## src/rtl/compose_pkg.sv

```systemverilog
`default_nettype none
// ============================================================================
// Module   : compose_pkg
// Brief    : Shared defaults and helpers for the bit-serial word collector.
// Revision : 1.0 - initial release
// ============================================================================
package compose_pkg;

    localparam int DEFAULT_DEPTH = 2;
    localparam int DEFAULT_WIDTH = 8;

    // Net inversion of a chain whose every stage inverts.
    function automatic bit chain_invert(input int depth);
        return (depth % 2) != 0;
    endfunction

endpackage
`default_nettype wire

```

## src/rtl/compose_valid_delay.sv

```systemverilog
`default_nettype none
// ============================================================================
// Module   : compose_valid_delay
// Brief    : DEPTH-stage reset-to-0 shift line tracking the chain latency.
// Revision : 1.0 - initial release
// ============================================================================
module compose_valid_delay
    import compose_pkg::*;
#(
    parameter int DEPTH = DEFAULT_DEPTH
) (
    input  logic clk,
    input  logic rst,
    input  logic i_din,
    output logic o_dout
);

    logic [DEPTH-1:0] pipe_q;
    logic [DEPTH-1:0] pipe_d;

    always_comb begin
        pipe_d    = pipe_q;
        pipe_d[0] = i_din;
        for (int i = 1; i < DEPTH; i++) begin
            pipe_d[i] = pipe_q[i-1];
        end
    end

    always_ff @(posedge clk or posedge rst) begin
        if (rst) begin
            pipe_q <= '0;
        end else begin
            pipe_q <= pipe_d;
        end
    end

    assign o_dout = pipe_q[DEPTH-1];

endmodule
`default_nettype wire

```

## src/rtl/compose_collect.sv

```systemverilog
`default_nettype none
// ============================================================================
// Module   : compose_collect
// Brief    : Assembles the inverting chain's serial output into LSB-first
//            words behind a single valid/ready holding register.
// Revision : 1.0 - initial release
// ============================================================================
module compose_collect
    import compose_pkg::*;
#(
    parameter int DEPTH  = DEFAULT_DEPTH,
    parameter int WIDTH  = DEFAULT_WIDTH,
    parameter bit INVERT = 1'b0
) (
    input  logic             clk,
    input  logic             rst,
    input  logic             in_valid,
    input  logic             chain_q,
    input  logic             out_ready,
    input  logic             ovf_clr,
    output logic             out_valid,
    output logic [WIDTH-1:0] out_data,
    output logic             overflow
);

    localparam int                 c_CNT_W    = $clog2(WIDTH);
    localparam logic [c_CNT_W-1:0] c_CNT_LAST = c_CNT_W'(WIDTH - 1);

    logic               w_aligned;
    logic               w_bit;
    logic [WIDTH-1:0]   w_word;
    logic               w_complete;
    logic               w_ovf_set;

    // Only the upper WIDTH-1 bits of the shift register are ever consumed.
    logic [WIDTH-2:0]   sr_q,        sr_d;
    logic [c_CNT_W-1:0] cnt_q,       cnt_d;
    logic               out_valid_q, out_valid_d;
    logic [WIDTH-1:0]   out_data_q,  out_data_d;
    logic               overflow_q,  overflow_d;

    compose_valid_delay #(
        .DEPTH  (DEPTH)
    ) u_valid_delay (
        .clk    (clk),
        .rst    (rst),
        .i_din  (in_valid),
        .o_dout (w_aligned)
    );

    assign w_bit  = chain_q ^ INVERT;
    assign w_word = {w_bit, sr_q};

    always_comb begin
        sr_d        = sr_q;
        cnt_d       = cnt_q;
        out_valid_d = out_valid_q;
        out_data_d  = out_data_q;
        w_complete  = 1'b0;
        w_ovf_set   = 1'b0;

        if (w_aligned) begin
            if (cnt_q == c_CNT_LAST) begin
                cnt_d      = '0;
                w_complete = 1'b1;
            end else begin
                sr_d  = w_word[WIDTH-1:1];
                cnt_d = cnt_q + 1'b1;
            end
        end

        // Accept and completion in one cycle reloads the slot, keeping full rate.
        if (w_complete) begin
            if (!out_valid_q || out_ready) begin
                out_data_d  = w_word;
                out_valid_d = 1'b1;
            end else begin
                w_ovf_set = 1'b1;
            end
        end else if (out_valid_q && out_ready) begin
            out_valid_d = 1'b0;
        end

        if (w_ovf_set) begin
            overflow_d = 1'b1;
        end else if (ovf_clr) begin
            overflow_d = 1'b0;
        end else begin
            overflow_d = overflow_q;
        end
    end

    always_ff @(posedge clk or posedge rst) begin
        if (rst) begin
            sr_q        <= '0;
            cnt_q       <= '0;
            out_valid_q <= 1'b0;
            out_data_q  <= '0;
            overflow_q  <= 1'b0;
        end else begin
            sr_q        <= sr_d;
            cnt_q       <= cnt_d;
            out_valid_q <= out_valid_d;
            out_data_q  <= out_data_d;
            overflow_q  <= overflow_d;
        end
    end

    assign out_valid = out_valid_q;
    assign out_data  = out_data_q;
    assign overflow  = overflow_q;

endmodule
`default_nettype wire
```

## config.mk

```make
export PLATFORM = sky130hd
export DESIGN_NAME = compose_collect
export DESIGN_NICKNAME = d
export VERILOG_FILES = /design/src/rtl/compose_pkg.sv /design/src/rtl/compose_valid_delay.sv /design/src/rtl/compose_collect.sv
export SDC_FILE = /design/constraint.sdc
export NUM_CORES = 1
export LEC_CHECK = 0
export ABC_AREA = 1
export BUFFER_PORTS_ARGS = -buffer_cell sky130_fd_sc_hd__buf_2
export CAP_MARGIN = 25
export CORE_UTILIZATION = 52
export CTS_CLUSTER_DIAMETER = 30
export DETAILED_ROUTE_END_ITERATION = 10
export PLACE_DENSITY = 0.75
export SLEW_MARGIN = 20
export SYNTH_ARGS = -nofsm -noshare
export SYNTH_HDL_FRONTEND = slang
export SYNTH_HIERARCHICAL = 1
export SYNTH_SLANG_ARGS = --single-unit
```

## constraint.sdc

```tcl
create_clock -name clk -period 1.5 [get_ports clk]
set_input_delay 0.45 -clock clk [delete_from_list [all_inputs] [get_ports clk]]
set_output_delay 0.45 -clock clk [all_outputs]
set_load 0.03 [all_outputs]
```

==> results of run 1 <==
## Yosys cell counts
cell type and count:
nand3_1 16, o22ai_1 1, inv_2 2, o21ai_0 1, ha_1 2, nand2_4 1
buf_4 1, buf_2 1, dfrtp_1 22, inv_1 5, nand2_1 40
## area by class of cell
| class | instances | area, um^2 | share of cell area, % |
|---|---|---|---|
| tap | 16 | 20.02 | 1.935 |
| inverter | 7 | 26.28 | 2.539 |
| multi-input combinational | 61 | 277.8 | 26.84 |
| clock buffer | 3 | 22.52 | 2.177 |
| clock inverter | 1 | 30.03 | 2.902 |
| sequential | 22 | 550.5 | 53.20 |
| timing repair buffer | 19 | 107.6 | 10.40 |
## state kept, by name (all words and copies together), names as in the netlist
register,flops
sr_q,7
u_valid_delay/pipe_q,2
out_valid,1
cnt_q,3
overflow,1
out_data,8
## kinds of logic (layout without fill, tap and decap cells)
kind of cell | after synthesis | after routing | share of synthesized area, %
buf+inv | 9 | 30 | 4.474
fa+ha+maj | 2 | 2 | 2.886
simple gates | 57 | 57 | 27.85
flops | 22 | 22 | 63.49
compound gates | 2 | 2 | 1.299
## metal layers
metal	vias to the layer above	share of wire [%]
met5	-	0
met4	0	1.5
met3	4	3.1
met2	13	50
met1	300	46
li1	333	-
## final timing paths
kind,from,to,cells past startpoint
max,cnt_q[0],cnt_q[0],5
min,in_valid,u_valid_delay/pipe_q[0],1
max reg2reg,cnt_q[0],cnt_q[0],5
min reg2reg,u_valid_delay/pipe_q[0],u_valid_delay/pipe_q[1],0
max in group asynchronous,rst,out_data[6],4
min in group asynchronous,rst,u_valid_delay/pipe_q[0],3
## placed cells by master (no fill, tap or decap)
cell | synthesis | final
buf_2 | 1 | 15
buf_4 | 1 | 3
bufinv_16 | 0 | 1
clkbuf_4 | 0 | 3
dfrtp_1 | 22 | 22
dlygate4sd3_1 | 0 | 1
ha_1 | 2 | 2
inv_1 | 5 | 5
inv_2 | 2 | 2
nand2_1 | 40 | 40
nand2_4 | 1 | 1
nand3_1 | 16 | 16
o21ai_0 | 1 | 1
o22ai_1 | 1 | 1
## metrics by stage
step | instances | area [um^2]
2_1_floorplan | 92 | 867.1
3_3_place_gp | 124 | 972.2
3_5_place_dp | 124 | 972.2
4_1_cts | 129 | 1035
5_1_grt | 129 | 1035
6_report | 129 | 1035
## timing repair
item,4_1_cts,5_1_grt
hold endpoints to repair,2,0
hold buffers,1,0
setup buffers,0,0
gates resized for setup,0,0
## worst reg2reg max path, stage by stage, from the launching register on
cell and delay (ps):
dfrtp_1 410, ha_1 220, ha_1 220, inv_2 60, nand2_1 160, o21ai_0 230
## power groups by stage
stage | clock network, mW | registers, mW | logic, mW
floorplan | 0 | 1.06 | 0.221
global placement | 0 | 0.896 | 0.542
detailed placement | 0 | 0.904 | 0.561
CTS | 0.455 | 0.895 | 0.577
global route | 0.470 | 0.910 | 0.625
finish | 0.448 | 0.894 | 0.568
==> flow_summary.toml, run 1 <==
[logic_synthesis]
syn_nets = 100
ys_types = 11
synth_seq_cells = 22
synth_top_area_share_pct = 63.49
ys_warn_count = 6
synth.area.top_cells = "dfrtp_1 63%, nand2_1 17%, nand3_1 9.2%"
syn_avg_cell_area_um2 = 9.425
synth_largest_area_cell = "dfrtp_1"
syn-cell-area_um2 = 867.1
ys_seq_area_share_pct = 63.49
synthCells = 92

[clock_network]
htreeDepth = 1
cts_root_buf = "clkbuf_4"
clock-sinks = 22
cts_tree = "built"
clkTransAtPathRegs_ps = 110
clk_latency_ps = 310
cts_buffer_depth = 2
cts_buffers = 3

[power]
power.density_nw_per_um2 = 1846
comb_power_share_pct = 29.8
intPower_mw = 1.227
total_power_mw = 1.910
netSwitchingPower_mw = 0.6827
p_leak_nw = 0.6094
ir_worst_vdd_mv = 1.034
clockPowerShare_pct = 23.4
p_seq_share_pct = 46.8
switching_share_pct = 35.75

[finish]
num-fill-cells = 118
areaGrowthSynthToFinish_pct = 19.34
drive_above_1_share_pct = 22.12
final_core_util_pct = 67.90
diodes = 0
nets = 122

[outcome]
status = "finished, final reports clean"

[drt]
drtPass1Iterations = 4
detail_route.iter0.violations = 23
vias = 650
ant_nets = 0
detail_route.wl_per_cell_um = 11.84
drt-total-wl_um = 1528
viasPerCell = 5.039
drc = 0

[grt]
grt_max_degree = 21
grt_util_met1_pct = 22.79
antenna_found_initial = 0
use_met3_pct = 3.830
grt_pass1_wl_um = 2518
grtUsageTotal_pct = 18.90
overflow = 0
grt_use_met2_pct = 31.82
top_usage_layer = "met2"
grt_pass1_vias = 590

[placed_design]
hpwl_um = 1064
place_congestion = 0.7839
post-place-ws_ps = 183.5
io_buffers = 15

[sta]
holdWs_ps = 243.8
max_freq_ghz = 0.7284
rsz0062_at_grt = "false"
max_slew_margin_pct = 75.24
setup_violations = 0
slew_violations = 0
finalSetupTns_ps = 0
period_share_pct = 91.52
worstMarginPinSlew_ps = 370.4
skew_ps = 7.479
hold_viol = 0
period_needed_ps = 1373
postLayoutSetupSlackWorst_ps = 127.2

[worst_setup_path]
rrSetupSlack_ps = 130
crit_family = "adder cells"
crit_path_start_kind = "register"
worst-path-max-fanout = 8
crit_path_end_kind = "register"
worst-path-buf-inv = 1
max_stage_delay_ps = 410
critical_path_class = "reg2reg"
required_ps = 1720
crit_slowest_cell = "dfrtp_1"
cp_cell_sequence = "ha_1 -> ha_1 -> inv_2 -> nand2_1 -> o21ai_0"
crit_path_frequent_cell = "ha_1"
cp.arrival_ps = 1600

[floorplanning]
start_util_pct = 56.90
rows = 14
die_area_um2 = 1835
die_x_um = 42.84
dieHeight_um = 42.84
io_pins = 16
core_region_area_um2 = 1524

[min_path]
hold_class = "in2reg"

[job]
max_cap_violations = 0
No activity file was read; power rests on OpenSTA's default activity.
==> inputs of run 2 (changes only) <==
--- a/config.mk
+++ b/config.mk
@@ -9,8 +9,8 @@
 export BUFFER_PORTS_ARGS = -buffer_cell sky130_fd_sc_hd__buf_2
 export CAP_MARGIN = 25
-export CORE_UTILIZATION = 52
+export CORE_ASPECT_RATIO = 2
+export CORE_UTILIZATION = 32
 export CTS_CLUSTER_DIAMETER = 30
 export DETAILED_ROUTE_END_ITERATION = 10
-export PLACE_DENSITY = 0.75
 export SLEW_MARGIN = 20
 export SYNTH_ARGS = -nofsm -noshare
==> constraint.sdc (replaced) <==
create_clock -name clk -period 1.5 [get_ports clk]
set_input_delay 0.45 -clock clk [delete_from_list [all_inputs] [get_ports clk]]
set_output_delay 0.45 -clock clk [all_outputs]
set_load 0.02 [all_outputs]
==> flow_summary.toml, run 2 (synthesis gave the netlist of run 1 again) <==
[clock_network]
cts_setup_buffers = 0
htreeDepth = 1
postCtsHoldBufs = 0
cts_resized = 0
cts_tree = "built"
cts_buffers = 3
clock-sinks = 22
cts_buffer_depth = 2
clkTransAtPathRegs_ps = 80
clk_latency_ps = 260
cts_root_buf = "clkbuf_8"

[finish]
final_area_um2 = 1042
multi_input_comb_area_um2 = 277.8
nets = 121
final_core_util_pct = 40.56
layout_commonest_cell = "nand2_1"
stdcell_count = 140
diodes = 0
largest_reg_flops = 8
area.sequential_um2 = 550.5
areaGrowthSynthToFinish_pct = 20.20
final_cell_mix = "40 x nand2_1, 22 x dfrtp_1, 16 x nand3_1"
drive_above_1_share_pct = 22.32
num-fill-cells = 261

[worst_setup_path]
crit_path_start_kind = "register"
rrSetupSlack_ps = 150
required_ps = 1680
critical_path_class = "reg2reg"
r2r_end = "cnt_q[0]"
r2r-start = "cnt_q[0]"
cp.arrival_ps = 1520
worst-path-max-fanout = 8
reg2regPathDepth = 5
crit_path_end_kind = "register"

[grt]
grt_max_degree = 21
grt_pass1_wl_um = 2835
antenna_found_initial = 0
grt_pass1_vias = 675
grtUsageTotal_pct = 14.12
overflow = 0

[placed_design]
place_congestion = 0.7456
io_buffers = 15
placed_area_um2 = 987.2
post-place-cells = 136
hpwl_um = 1227
post-place-ws_ps = 182.4

[floorplanning]
die_area_um2 = 2934
dieHeight_um = 75.62
die_x_um = 38.81
rows = 26
core_region_area_um2 = 2570
start_util_pct = 33.74
io_pins = 16

[power]
intPower_mw = 1.186
switching_share_pct = 34.30
p_seq_share_pct = 49.3
power.density_nw_per_um2 = 1732
clockPowerShare_pct = 23.8
ir_worst_vdd_mv = 0.6372
comb_power_share_pct = 26.9
p_leak_nw = 0.6061
netSwitchingPower_mw = 0.6190

[drt]
viasPerCell = 4.700
dr_wl_met2_um = 907
detail_route.wl_per_cell_um = 11.78
wl_met3_um = 53
drtPass1Iterations = 4
drt-met1-wl_um = 664
detail_route.iter0.violations = 22
drc = 0
drt-total-wl_um = 1649
vias = 658
ant_nets = 0
dr.max_layer_used = "met4"

[sta]
skew_ps = 3.799
slew_violations = 0
setup_violations = 0
period_share_pct = 89.74
postLayoutSetupSlackWorst_ps = 153.8
finalSetupTns_ps = 0
max_freq_ghz = 0.7429
rsz0062_at_grt = "false"
period_needed_ps = 1346
hold_viol = 0
max_slew_margin_pct = 73.75
worstMarginPinSlew_ps = 392.7

[job]
max_cap_violations = 0

[min_path]
hold_class = "in2async"

[outcome]
status = "finished, final reports clean"
==> run 2: layout make-up <==
cell class	instances	share of cell area, %
clock buffers	4	5.282
inverters	7	2.521
multi-input cells	61	26.65
flip-flops and latches	22	52.82
well taps	28	3.361
repair buffers	18	9.364
==> run 2: per-stage QoR <==
step / hold WS (ps) / power (mW)
4_1_cts: 28.94 / 1.827
2_1_floorplan: 191.2 / 1.215
3_3_place_gp: 309.1 / 1.374
5_1_grt: 39.43 / 1.937
3_5_place_dp: 314.9 / 1.398
6_report: 32.25 / 1.805
==> run 2: how the worst max path moves through the flow <==
stage                        start          end  slack [ps]
after CTS                 cnt_q[0]  out_data[1]         160
final                     cnt_q[0]     cnt_q[0]         150
after global routing      cnt_q[0]  out_data[5]          20
after floorplan           cnt_q[0]      sr_q[0]         270
after detailed placement  cnt_q[0]  out_data[1]         180
after global placement    cnt_q[0]  out_data[0]         230
==> run 2: layer usage <==
layer,up-vias,GRT usage [%]
met2,14,24.26
met3,2,2.041
met1,313,14.74
met4,0,10.34
li1,329,-
met5,-,0
==> run 2: power by group through the flow <==
stage	Clock [mW]	Combinational, mW	Sequential (mW)
after detailed placement	0	0.494	0.904
after global routing	0.458	0.563	0.915
after CTS	0.439	0.496	0.892
after floorplan	0	0.221	0.994
final	0.429	0.486	0.889
after global placement	0	0.478	0.896
==> run 2: critical path, stage by stage (launching register included) <==
cell and delay [ps]:
dfrtp_1 400, ha_1 210, ha_1 210, inv_2 60, nand2_1 170, o21ai_0 220
==> inputs of run 3 (changes only) <==
ABC_CLOCK_PERIOD_IN_PS = 1500   (was not set)
HOLD_SLACK_MARGIN = 0.08   (was not set)
==> flow_summary.toml, run 3 (synthesis gave the netlist of run 1 again) <==
[placed_design]
hpwl_um = 1227
placed_area_um2 = 987.2
io_buffers = 15
place_congestion = 0.7456
post-place-ws_ps = 182.4

[worst_setup_path]
crit_path_frequent_cell = "ha_1"
crit_path_start_kind = "register"
cp.arrival_ps = 1520
rrSetupSlack_ps = 150
r2r-start = "cnt_q[0]"
max_stage_delay_ps = 400
r2r_end = "cnt_q[0]"
worst-path-max-fanout = 8
required_ps = 1680
cp_cell_sequence = "ha_1 -> ha_1 -> inv_2 -> nand2_1 -> o21ai_0"
reg2regPathDepth = 5
crit_path_end_kind = "register"
crit_slowest_cell = "dfrtp_1"
critical_path_class = "reg2reg"

[min_path]
whs_endpoint = "u_valid_delay/pipe_q[0]"
hold_start = "in_valid"
hold_depth = 1
hold_class = "in2reg"

[job]
max_cap_violations = 0

[drt]
detail_route.iter0.violations = 22
detail_route.wl_per_cell_um = 11.71
ant_nets = 0
drtPass1Iterations = 4
vias = 662
drt-total-wl_um = 1651
drc = 0
viasPerCell = 4.695

[floorplanning]
start_util_pct = 33.74
die_x_um = 38.81
rows = 26
die_area_um2 = 2934
io_pins = 16
core_region_area_um2 = 2570
dieHeight_um = 75.62

[finish]
layout_commonest_cell = "nand2_1"
drive_above_1_share_pct = 22.12
final_area_um2 = 1052
nets = 122
final_cell_mix = "40 x nand2_1, 22 x dfrtp_1, 16 x nand3_1"
areaGrowthSynthToFinish_pct = 21.36
diodes = 0
largest_reg_flops = 8

[outcome]
status = "finished, final reports clean"

[sta]
rsz0062_at_grt = "false"
period_needed_ps = 1346
finalSetupTns_ps = 0
period_share_pct = 89.75
slew_violations = 0
max_freq_ghz = 0.7428
skew_ps = 3.760
max_slew_margin_pct = 73.75
postLayoutSetupSlackWorst_ps = 153.8
setup_violations = 0
hold_viol = 0
worstMarginPinSlew_ps = 392.7

[power]
power.density_nw_per_um2 = 1717
ir_worst_vdd_mv = 0.6372
p_leak_nw = 0.6102

[clock_network]
clock-sinks = 22
cts_buffer_depth = 2
postCtsHoldBufs = 1
cts_buffers = 3
cts_setup_buffers = 0
cts_root_buf = "clkbuf_8"
clk_latency_ps = 260
cts_tree = "built"
clkTransAtPathRegs_ps = 80
htreeDepth = 1
cts_resized = 0

[grt]
overflow = 0
grt_max_degree = 21
grt_pass1_vias = 677
grtUsageTotal_pct = 14.12
antenna_found_initial = 0
grt_pass1_wl_um = 2835
-- run 3: cell types whose count changed in the layout (fill, tap and decap cells not counted), sizes merged --
cell | before | now
dlygate4sd3 | 0 | 1
-- run 3: per-layer routing --
| metal | wire length, um | share of wire (%) | up-vias | track usage, % |
|---|---|---|---|---|
| li1 | - | - | 331 | - |
| met3 | 53 | 3.2 | 2 | 2.041 |
| met4 | 23 | 1.4 | 0 | 10.34 |
| met5 | 0 | 0 | - | 0 |
| met2 | 906 | 55 | 14 | 24.26 |
| met1 | 667 | 40 | 315 | 14.74 |
-- run 3: how the worst max path moves through the flow --
stage	endpoint	slack, ps	from	cells past startpoint
after floorplan	sr_q[0]	270	cnt_q[0]	6
after global placement	out_data[0]	230	cnt_q[0]	7
after detailed placement	out_data[1]	180	cnt_q[0]	7
after CTS	out_data[1]	160	cnt_q[0]	7
after global routing	out_data[5]	20	cnt_q[0]	7
final	cnt_q[0]	150	cnt_q[0]	5
-- run 3: through the flow --
stage / util [%] / power [mW] / std cells / hold WS [ps]
final: 40.94 / 1.807 / 141 / 291.4
after global routing: 40.94 / 1.939 / 141 / 281.8
after CTS: 40.94 / 1.829 / 141 / 285.4
after detailed placement: 38.41 / 1.398 / 136 / 314.9
after global placement: 38.41 / 1.374 / 136 / 309.1
after floorplan: - / 1.215 / 92 / 191.2
-- run 3: worst max-delay path: cells and delay by family, from the launching register on --
kind            cells  cell delay [ps]
fa+ha+maj           2              420
flops               1              400
compound gates      1              220
simple gates        1              170
buf+inv             1               60
-- run 3: area by class of cell --
class | instances | area (um^2)
multi-input cells | 61 | 277.8
repair buffers | 19 | 107.6
inverters | 7 | 26.28
fillers | 263 | 1518
clock buffers | 4 | 55.05
well taps | 28 | 35.03
flip-flops and latches | 22 | 550.5
-- run 3: power by group --
| part | total (mW) | switching [mW] | leakage, nW | internal [mW] |
|---|---|---|---|---|
| Clock | 0.430 | 0.195 | 0.0288 | 0.234 |
| Sequential | 0.889 | 0.113 | 0.284 | 0.777 |
| Combinational | 0.488 | 0.311 | 0.298 | 0.177 |
| Total | 1.81 | 0.619 | 0.610 | 1.19 |
